==> config.mk <==
export PLATFORM = sky130hd
export DESIGN_NAME = door_access_ctrl
export DESIGN_NICKNAME = d
export VERILOG_FILES = /design/src/rtl/door_access_ctrl.sv
export SDC_FILE = /design/constraint.sdc
export NUM_CORES = 1
export LEC_CHECK = 0
export ABC_AREA = 1
export ABC_CLOCK_PERIOD_IN_PS = 5150
export BUFFER_PORTS_ARGS = -buffer_cell sky130_fd_sc_hd__buf_2
export CAP_MARGIN = 40
export CORE_UTILIZATION = 40
export CTS_CLUSTER_DIAMETER = 40
export DETAILED_ROUTE_END_ITERATION = 8
export SETUP_SLACK_MARGIN = 0.4
export SLEW_MARGIN = 30
export SYNTH_ARGS = -nofsm -noshare
export SYNTH_HDL_FRONTEND = slang
export SYNTH_SLANG_ARGS = --single-unit
==> constraint.sdc <==
create_clock -name clk -period 5.15 [get_ports clk]
set_clock_uncertainty 0.2 [all_clocks]
set_input_delay 1.03 -clock clk [delete_from_list [all_inputs] [get_ports clk]]
set_output_delay 1.03 -clock clk [all_outputs]
set_load 0.01 [all_outputs]
==> src/rtl/door_access_ctrl.sv <==
// -----------------------------------------------------------------------------
// door_access_ctrl
//
// Keypad door-access controller. A person at the door arms the keypad, opens
// an entry with the start/clear key, types the BCD access code and presses
// enter. A correct code unlocks the servo until the door has opened and closed
// again (or until nobody opens it in time). Too many consecutive wrong codes
// raise the alarm. The inside exit button unlocks the door directly, except
// while the alarm is sounding.
//
// Optional feature (macro DOOR_AJAR_ALARM_EN): when defined, a door left open
// longer than OPEN_TO cycles sounds the buzzer and shows the "ajar" message
// until it is closed. When undefined, an open door never buzzes.
//
// Ports
//   clk        in   1  single clock, rising edge
//   reset      in   1  asynchronous, active-low reset
//   presence   in   1  1 = person detected at the door
//   key_valid  in   1  one-cycle strobe qualifying key_code
//   key_code   in   4  0-9 digit, 4'hA start/clear, 4'hB enter, others ignored
//   inside_btn in   1  1 = exit request from inside
//   reed       in   1  door sensor, 1 = closed, 0 = open
//   unlock     out  1  1 = servo commanded open
//   buzz       out  1  alarm buzzer drive
//   msg        out  3  0 idle, 1 armed, 2 entry, 3 open, 4 alarm, 5 ajar
//   digit_cnt  out  4  digits currently buffered
//   fail_cnt   out  3  consecutive failed entries
// -----------------------------------------------------------------------------
module door_access_ctrl #(
   parameter int unsigned CODE_DIGITS = 4,
   parameter logic [31:0] CODE        = 32'h0000_4693,
   parameter int unsigned MAX_TRIES   = 3,
   parameter int unsigned ENTRY_TO    = 250_000_000,
   parameter int unsigned OPEN_TO     = 250_000_000,
   parameter int unsigned ALARM_CYC   = 500_000_000
) (
   input  logic       clk,
   input  logic       reset,
   input  logic       presence,
   input  logic       key_valid,
   input  logic [3:0] key_code,
   input  logic       inside_btn,
   input  logic       reed,
   output logic       unlock,
   output logic       buzz,
   output logic [2:0] msg,
   output logic [3:0] digit_cnt,
   output logic [2:0] fail_cnt
);

   localparam int unsigned     BW        = 4 * CODE_DIGITS;
   localparam logic [BW-1:0]   CODE_BCD  = CODE[BW-1:0];
   localparam logic [3:0]      DIGITS    = 4'(CODE_DIGITS);
   localparam logic [2:0]      TRIES     = 3'(MAX_TRIES);
   // The timer reads 0 during the first cycle in a state, so "N cycles have
   // elapsed" is true while it holds N-1.
   localparam logic [31:0]     ENTRY_LIM = 32'(ENTRY_TO - 1);
   localparam logic [31:0]     OPEN_LIM  = 32'(OPEN_TO - 1);
   localparam logic [31:0]     ALARM_LIM = 32'(ALARM_CYC - 1);

   typedef enum logic [2:0] {
      S_IDLE, S_ARMED, S_ENTRY, S_GRANTED, S_OPEN, S_ALARM
   } state_t;

   state_t         state, state_next;
   logic [BW-1:0]  code_buf, code_buf_next;
   logic [3:0]     cnt_next;
   logic [2:0]     fails_next;
   logic [31:0]    timer, timer_next;
   logic           key_activity;
   logic           unlock_next, buzz_next;
   logic [2:0]     msg_next;
   logic           ajar;

   wire is_digit = key_valid && (key_code <= 4'd9);
   wire is_clear = key_valid && (key_code == 4'hA);
   wire is_enter = key_valid && (key_code == 4'hB);

`ifdef DOOR_AJAR_ALARM_EN
   // Door still open after the allowed time; reed=0 keeps the FSM in OPEN.
   assign ajar = (state == S_OPEN) && !reed && (timer >= OPEN_LIM);
`else
   assign ajar = 1'b0;
`endif

   // NOTE: every signal written here gets a default first so no path leaves
   // it unassigned, which would otherwise infer a latch.
   always_comb begin
      state_next    = state;
      code_buf_next = code_buf;
      cnt_next      = digit_cnt;
      fails_next    = fail_cnt;
      key_activity  = 1'b0;

      case (state)
         S_IDLE: begin
            if (inside_btn)    state_next = S_GRANTED;
            else if (presence) state_next = S_ARMED;
         end
         // The exit button is checked before presence loss: someone inside
         // asking to leave must never be ignored.
         S_ARMED: begin
            if (inside_btn)     state_next = S_GRANTED;
            else if (!presence) state_next = S_IDLE;
            else if (is_clear)  state_next = S_ENTRY;
         end
         S_ENTRY: begin
            if (inside_btn)     state_next = S_GRANTED;
            else if (!presence) state_next = S_IDLE;
            else if (key_valid) begin
               key_activity = 1'b1;
               if (is_digit) begin
                  if (digit_cnt < DIGITS) begin
                     code_buf_next = BW'({code_buf, key_code});
                     cnt_next      = digit_cnt + 4'd1;
                  end
               end else if (is_clear) begin
                  code_buf_next = '0;
                  cnt_next      = '0;
               end else if (is_enter) begin
                  if ((digit_cnt == DIGITS) && (code_buf == CODE_BCD)) begin
                     state_next = S_GRANTED;
                     fails_next = '0;
                  end else begin
                     fails_next    = fail_cnt + 3'd1;
                     code_buf_next = '0;
                     cnt_next      = '0;
                     if (fails_next == TRIES) state_next = S_ALARM;
                  end
               end
            end else if (timer >= ENTRY_LIM) begin
               state_next = S_ARMED;
            end
         end
         S_GRANTED: begin
            if (!reed)                  state_next = S_OPEN;
            else if (timer >= OPEN_LIM) state_next = S_IDLE;
         end
         S_OPEN: begin
            if (reed) state_next = S_IDLE;
         end
         S_ALARM: begin
            if ((timer >= ALARM_LIM) && !presence) begin
               state_next = S_IDLE;
               fails_next = '0;
            end
         end
         default: state_next = S_IDLE;
      endcase

      // The buffer only lives inside ENTRY; any exit discards it.
      if (state_next != S_ENTRY) begin
         code_buf_next = '0;
         cnt_next      = '0;
      end

      // Restart on state entry and on keypad activity; saturate at all-ones.
      if ((state_next != state) || key_activity) timer_next = '0;
      else if (timer != '1)                      timer_next = timer + 32'd1;
      else                                       timer_next = timer;

      unlock_next = (state_next == S_GRANTED) || (state_next == S_OPEN);
      buzz_next   = (state_next == S_ALARM) || ajar;
      case (state_next)
         S_IDLE:    msg_next = 3'd0;
         S_ARMED:   msg_next = 3'd1;
         S_ENTRY:   msg_next = 3'd2;
         S_GRANTED: msg_next = 3'd3;
         S_OPEN:    msg_next = ajar ? 3'd5 : 3'd3;
         S_ALARM:   msg_next = 3'd4;
         default:   msg_next = 3'd0;
      endcase
   end

   // NOTE: sequential state uses non-blocking assignments so every register
   // samples the pre-edge values of the others.
   always_ff @(posedge clk or negedge reset) begin
      if (!reset) begin
         state     <= S_IDLE;
         code_buf  <= '0;
         digit_cnt <= '0;
         fail_cnt  <= '0;
         timer     <= '0;
         unlock    <= 1'b0;
         buzz      <= 1'b0;
         msg       <= 3'd0;
      end else begin
         state     <= state_next;
         code_buf  <= code_buf_next;
         digit_cnt <= cnt_next;
         fail_cnt  <= fails_next;
         timer     <= timer_next;
         unlock    <= unlock_next;
         buzz      <= buzz_next;
         msg       <= msg_next;
      end
   end

endmodule

# Yosys cells after proc, flatten, opt, wreduce, memory -nomap -nowiden

Cells that the tools add are included.

$add $sub $neg: 3
Magnitude comparators: 4
Equality and inequality tests: 28
Multiplexer cells: 55
Reduce and logical (&&, ||, !) cells: 18

Operator list:

| kind                                                                     | number |
|---|---|
| 16-bit 2-to-1 mux                                                        | 10 |
| 3-bit 2-to-1 mux                                                         | 26 |
| 32-bit 2-to-1 mux                                                        | 2 |
| 4-bit 2-to-1 mux                                                         | 10 |
| 32-bit by 1-bit adder with 32-bit output (second input constant)         | 1 |
| 32-bit by 28-bit >= comparator with 1-bit output (second input constant) | 1 |
| 32-bit by 29-bit >= comparator with 1-bit output (second input constant) | 1 |
| 32-bit != test (second input constant)                                   | 1 |
| 3-bit case mux with 6 select lines                                       | 1 |
| 16-bit by 15-bit == test with 1-bit output (second input constant)       | 1 |
| 3-bit by 2-bit == test with 1-bit output (second input constant)         | 5 |
| 2-bit != test (second input constant)                                    | 7 |
| 3-bit == test (second input constant)                                    | 4 |
| 3-bit case mux with 4 select lines                                       | 1 |
| 2-bit nonzero test                                                       | 5 |
| 4-bit == test (second input constant)                                    | 2 |
| 8-bit AND reduction                                                      | 1 |
| 7-bit AND reduction                                                      | 1 |
| 3-bit by 1-bit == test with 1-bit output (second input constant)         | 2 |
| 3-bit case mux with 2 select lines                                       | 1 |
| 1-bit logical AND                                                        | 5 |
| 4-bit by 1-bit adder with 4-bit output (second input constant)           | 1 |
| 4-bit by 3-bit == test with 1-bit output (second input constant)         | 1 |
| 4-bit <= comparator (second input constant)                              | 1 |
| other kinds (13)                                                         | 17 |

Register bits after elaboration: 63
Output and inout bits: 12
Logic and storage cells: 116

# Longest topological paths before layout

Depth after elaboration: 14
Mapped depth: 18
Depth with buffers taken out: 17

# Worst setup path after synthesis

No wires, ideal clock.

Path kind: input port to flip-flop
Start point: input port key_code[1]
End point: register timer[14]
Library setup time: 0.120 ns
Arrival: 2.214 ns
Setup slack: 2.616 ns
Cell stages on the path: 14
Buffers on the path: 1
Cell sequence: nand2_1 > inv_1 > nand3_1 > nand3_1 > nand2_1 > nand2_1 > nand3_1 > nor2b_4 > nand3_4 > nand2_1 > nand2_2 > nand2_4 > buf_6 > nor2_1

Word-level cells in the longest chain between the ends: 12
Elaborated cells on any way between the ends: 20

RTL lines:

| what                                                           | line | RTL |
|---|---|---|
| start: declaration                                             | 41   | `input logic [3:0] key_code,` |
| 4-bit == test                                                  | 77   | `wire is_enter = key_valid && (key_code == 4'hB);` |
| 1-bit logical AND                                              | 77   |  |
| 3-bit 2-to-1 mux                                               | 120  | `end else if (is_enter) begin` |
| 3-bit 2-to-1 mux                                               | 117  | `end else if (is_clear) begin` |
| 3-bit 2-to-1 mux                                               | 112  | `if (is_digit) begin` |
| 3-bit 2-to-1 mux                                               | 110  | `else if (key_valid) begin` |
| 3-bit 2-to-1 mux                                               | 109  | `else if (!presence) state_next = S_IDLE;` |
| 3-bit 2-to-1 mux                                               | 108  | `if (inside_btn) state_next = S_GRANTED;` |
| 3-bit case mux with 6 select lines (*)                         | 95   | `case (state)` |
| named net state_next[0]                                        | 65   | `state_t state, state_next;` |
| 3-bit != test (*)                                              | 158  | `if ((state_next != state) \|\| key_activity) timer_next = '0;` |
| 1-bit logical OR (*)                                           | 158  |  |
| 32-bit 2-to-1 mux / 2-bit nonzero test (equally long branches) | n/a  |  |
| end signal: assignment                                         | 192  | `timer <= timer_next;` |
| end: declaration                                               | 69   | `logic [31:0] timer, timer_next;` |

Mark *: on every way through the listed nets, which the timed path passes. The rest lies on a longest branch.
A chain may end at the register's enable or synchronous reset.

# Worst setup path in the final report

Start point: input port presence
End point: register code_buf[13]

Word-level cells in the longest chain between the ends: 7
Elaborated cells on any way between the ends: 20

RTL lines:

| what                                                                             | line | RTL |
|---|---|---|
| start: declaration                                                               | 39   | `input logic presence,` |
| 1-bit logical NOT                                                                | 143  | `if ((timer >= ALARM_LIM) && !presence) begin` |
| 1-bit logical AND                                                                | 143  |  |
| 3-bit 2-to-1 mux                                                                 | 143  |  |
| 3-bit case mux with 6 select lines                                               | 95   |  |
| 3-bit by 2-bit != test with 1-bit output                                         | 152  | `if (state_next != S_ENTRY) begin` |
| 4-bit by 3-bit != test with 1-bit output (no line), or another cell as far along | n/a  |  |
| 7-bit AND reduction (no line)                                                    | n/a  |  |
| end signal: assignment                                                           | 189  | `code_buf <= code_buf_next;` |
| end: declaration                                                                 | 66   | `logic [BW-1:0] code_buf, code_buf_next;` |

Several ways; a longest one is shown, not always the timed one.

==> reports/qor.yml <==
detailed_routing:
  dr.pass1.iters: 5
  drtAntennaViolNets: 0
  via_per_inst: 4.95
  routed_wl_um: 8700
  wire_per_inst_um: 12.2
  vias: 3528
  route.detailed.drc: 0
  drt_first_iter_violations: 163
clocking:
  clk_latency_ns: 0.33
  cts_buffer_depth: 2
  hold_buffers: 0
  ctsResizeCount: 0
  path_clk_slew_ns: 0.07
  cts.sinks: 62
  root_buffer: "clkbuf_8"
  htreeDepth: 3
  cts_buffers: 9
  tritoncts: "yes"
  postCtsSetupBuffers: 0
synthesis:
  ys_types: 39
  synth_seq_cells: 62
  async_flop_share_pct: 100
  ys.flop_type: "dfrtp_1"
  yosys.area.top_type_share_pct: 39.0
  synth_area_leaders: "dfrtp_1 (39%), nand2_1 (14%), nor2_1 (7.7%)"
  yosysMostFrequentCell: "nand2_1"
  seq_area_frac_synth_pct: 39.0
  yosys_warnings: 0
  syn_inst: 554
  synthTopCellsByCount: "nand2_1 (145), nor2_1 (82), inv_1 (65)"
  syn_area_mm2: 0.00397
  synth.largest_area_cell: "dfrtp_1"
  syn_area_per_cell_um2: 7.17
  synth_nets: 569
  synth-edff-count: 0
power:
  power_switching_share_pct: 38.6
  seqPwrFrac_pct: 36.5
  power.switching_w: 0.000589
  leakage_nw: 1.86
  power_w: 0.00153
  powerDensity_mw_per_mm2: 349
  ir_drop_v: 0.000204
  intPower_w: 0.000938
  pwr-share-clk_pct: 31.3
  combPwrFrac_pct: 32.3
placement:
  dpl.hpwl_um: 6430
  dp_slack_ns: 1.65
  port_buffers: 21
  globalplace.congestion: 0.899
  dp_cells: 697
worst_hold_path:
  whs_path_depth: 2
  hold_class: "reg2reg"
timing:
  maxSlewViolCount: 0
  relSlewSlack_pct: 46.4
  worstMarginPinSlew_ns: 0.802
  hold_viol: 0
  finalSetupViolCount: 0
  fin_setup_tns_ns: 0
  fin_crit_ns: 3.16
  fin_crit_sh_pct: 61.3
  fin_ws_ns: 1.99
  max_freq_mhz: 317
  grt_setup_unrepaired: "no"
global_routing:
  track_usage_pct: 18.7
  grt_pass1_vias: 3345
  grt_overflow: 0
  antenna_found_initial: 0
  grt_start_max_net_pins: 34
  grt_pass1_wl_um: 15300
worst_setup_path:
  reg2reg_depth: 9
  crit_slowest_cell: "nand3_1"
  cp_max_fo: 22
  end_kind: "flip-flop"
  cp.arrival_ns: 3.21
  max_stage_delay_ns: 0.64
  cp-start-kind: "primary input"
  cp.required_ns: 5.21
  worstSetupPathType: "in2reg"
  crit_chain: "buf_2 > inv_1 > nor2_2 > nand2_1 > nor2_1 > nand3_1 > nor2_1 > nand2_1 > a21oi_2"
cells_and_area:
  regArea_mm2: 0.00155
  syn_to_final_growth_pct: 9.98
  n_fill_cell: 1001
  multi_input_area_mm2: 0.00207
  layout.nets: 590
  diodes: 0
  fin_util_pct: 45.1
  drive_above_1_share_pct: 14.1
  fin_cells: 713
run_status:
  status: "finished, final reports clean"
floorplan:
  start_util_pct: 41.0
  core-area_mm2: 0.00968
  die_y_um: 102
  num_rows: 36
  dieWidth_um: 102
  io_pins: 22
  die-area_mm2: 0.0103
run:
  maxCapViolCount: 0
critical path: cells and delay by family:
family          cells  cell delay [ns]
simple gates        6             1.84
buf+inv             2             0.19
compound gates      1             0.16
cells by family after synthesis:
logic type	Yosys count	synth area share, %
xor gates and xnor gates	16	3.53
buffers and inverters	80	8.88
DFF	62	39.0
adders and majority gates	5	1.57
and+or+nand+nor	337	38.4
muxes	1	0.252
AOI/OAI and AO/OA	53	8.28
final cells by class:
type                    instances  share of cell area (%)
clock inverters                 4                    1.60
multi-input cells             412                    47.4
repair buffers                 22                    2.58
well taps                     133                    3.81
flip-flops and latches         62                    35.5
clock buffers                  12                    3.32
inverters                      68                    5.84
flip-flops by register name, summed over array words and instances, names as in the netlist:
| signal | cells |
|---|---|
| code_buf | 16 |
| state | 3 |
| unlock | 1 |
| buzz | 1 |
| digit_cnt | 4 |
| fail_cnt | 3 |
| timer | 32 |
| msg | 2 |
cell usage in the layout (no fill, tap or decap), types with 2 or more instances in the layout:
cell type,synthesis,layout
nand3_1,37,37
nor4_1,2,2
nor2_4,2,2
xor2_1,14,14
nor3_1,21,21
buf_2,3,21
clkinv_2,0,2
clkbuf_8,0,10
a21oi_2,11,11
o31ai_1,2,2
bufinv_16,0,2
xnor2_1,2,2
ha_1,5,5
nand3_2,2,2
a21oi_1,15,15
nor2_1,82,82
nand2_1,145,145
nand4_1,12,12
dfrtp_1,62,62
nor2_2,15,15
nor3b_1,2,2
o21ai_0,17,17
clkbuf_1,2,2
o22ai_1,3,3
inv_1,65,65
nand3b_1,4,4
nand2_2,7,7
inv_2,3,3
power groups by stage:
stage | logic [W] | registers [W] | clock network (W)
6_report | 0.000493 | 0.000557 | 0.000477
5_1_grt | 0.000554 | 0.000563 | 0.000510
4_1_cts | 0.000505 | 0.000556 | 0.000494
3_5_place_dp | 0.000502 | 0.000565 | 0
3_3_place_gp | 0.000497 | 0.000564 | 0
2_1_floorplan | 0.000465 | 0.000560 | 0
routing by layer:
layer | share of wire [%] | routed length [um] | track usage, %
met1 | 48 | 4180 | 24.3
met5 | 0 | 0 | 0
met4 | 0.52 | 45 | 3.90
met3 | 2.6 | 228 | 4.42
met2 | 49 | 4240 | 31.6
per-stage QoR:
stage	hold WS [ns]	cell area [um^2]
floorplan	0.306	3970
global placement	0.330	4160
detailed placement	0.330	4160
CTS	0.340	4370
global route	0.372	4370
finish	0.339	4370
worst paths after layout:
path	startpoint	to	slack, ns
worst max-delay path	presence	code_buf[13]$_DFFE_PN0P_	1.99
worst min register to register	code_buf[12]$_DFFE_PN0P_	code_buf[12]$_DFFE_PN0P_	0.34
max in group asynchronous	reset	code_buf[11]$_DFFE_PN0P_	3.32
worst max register to register	state[0]$_DFF_PN0_	code_buf[13]$_DFFE_PN0P_	2.09
worst min-delay path	code_buf[12]$_DFFE_PN0P_	code_buf[12]$_DFFE_PN0P_	0.34
min in group asynchronous	reset	timer[11]$_DFFE_PN0P_	0.53
Note: power is estimated with default switching activity, not from simulation.
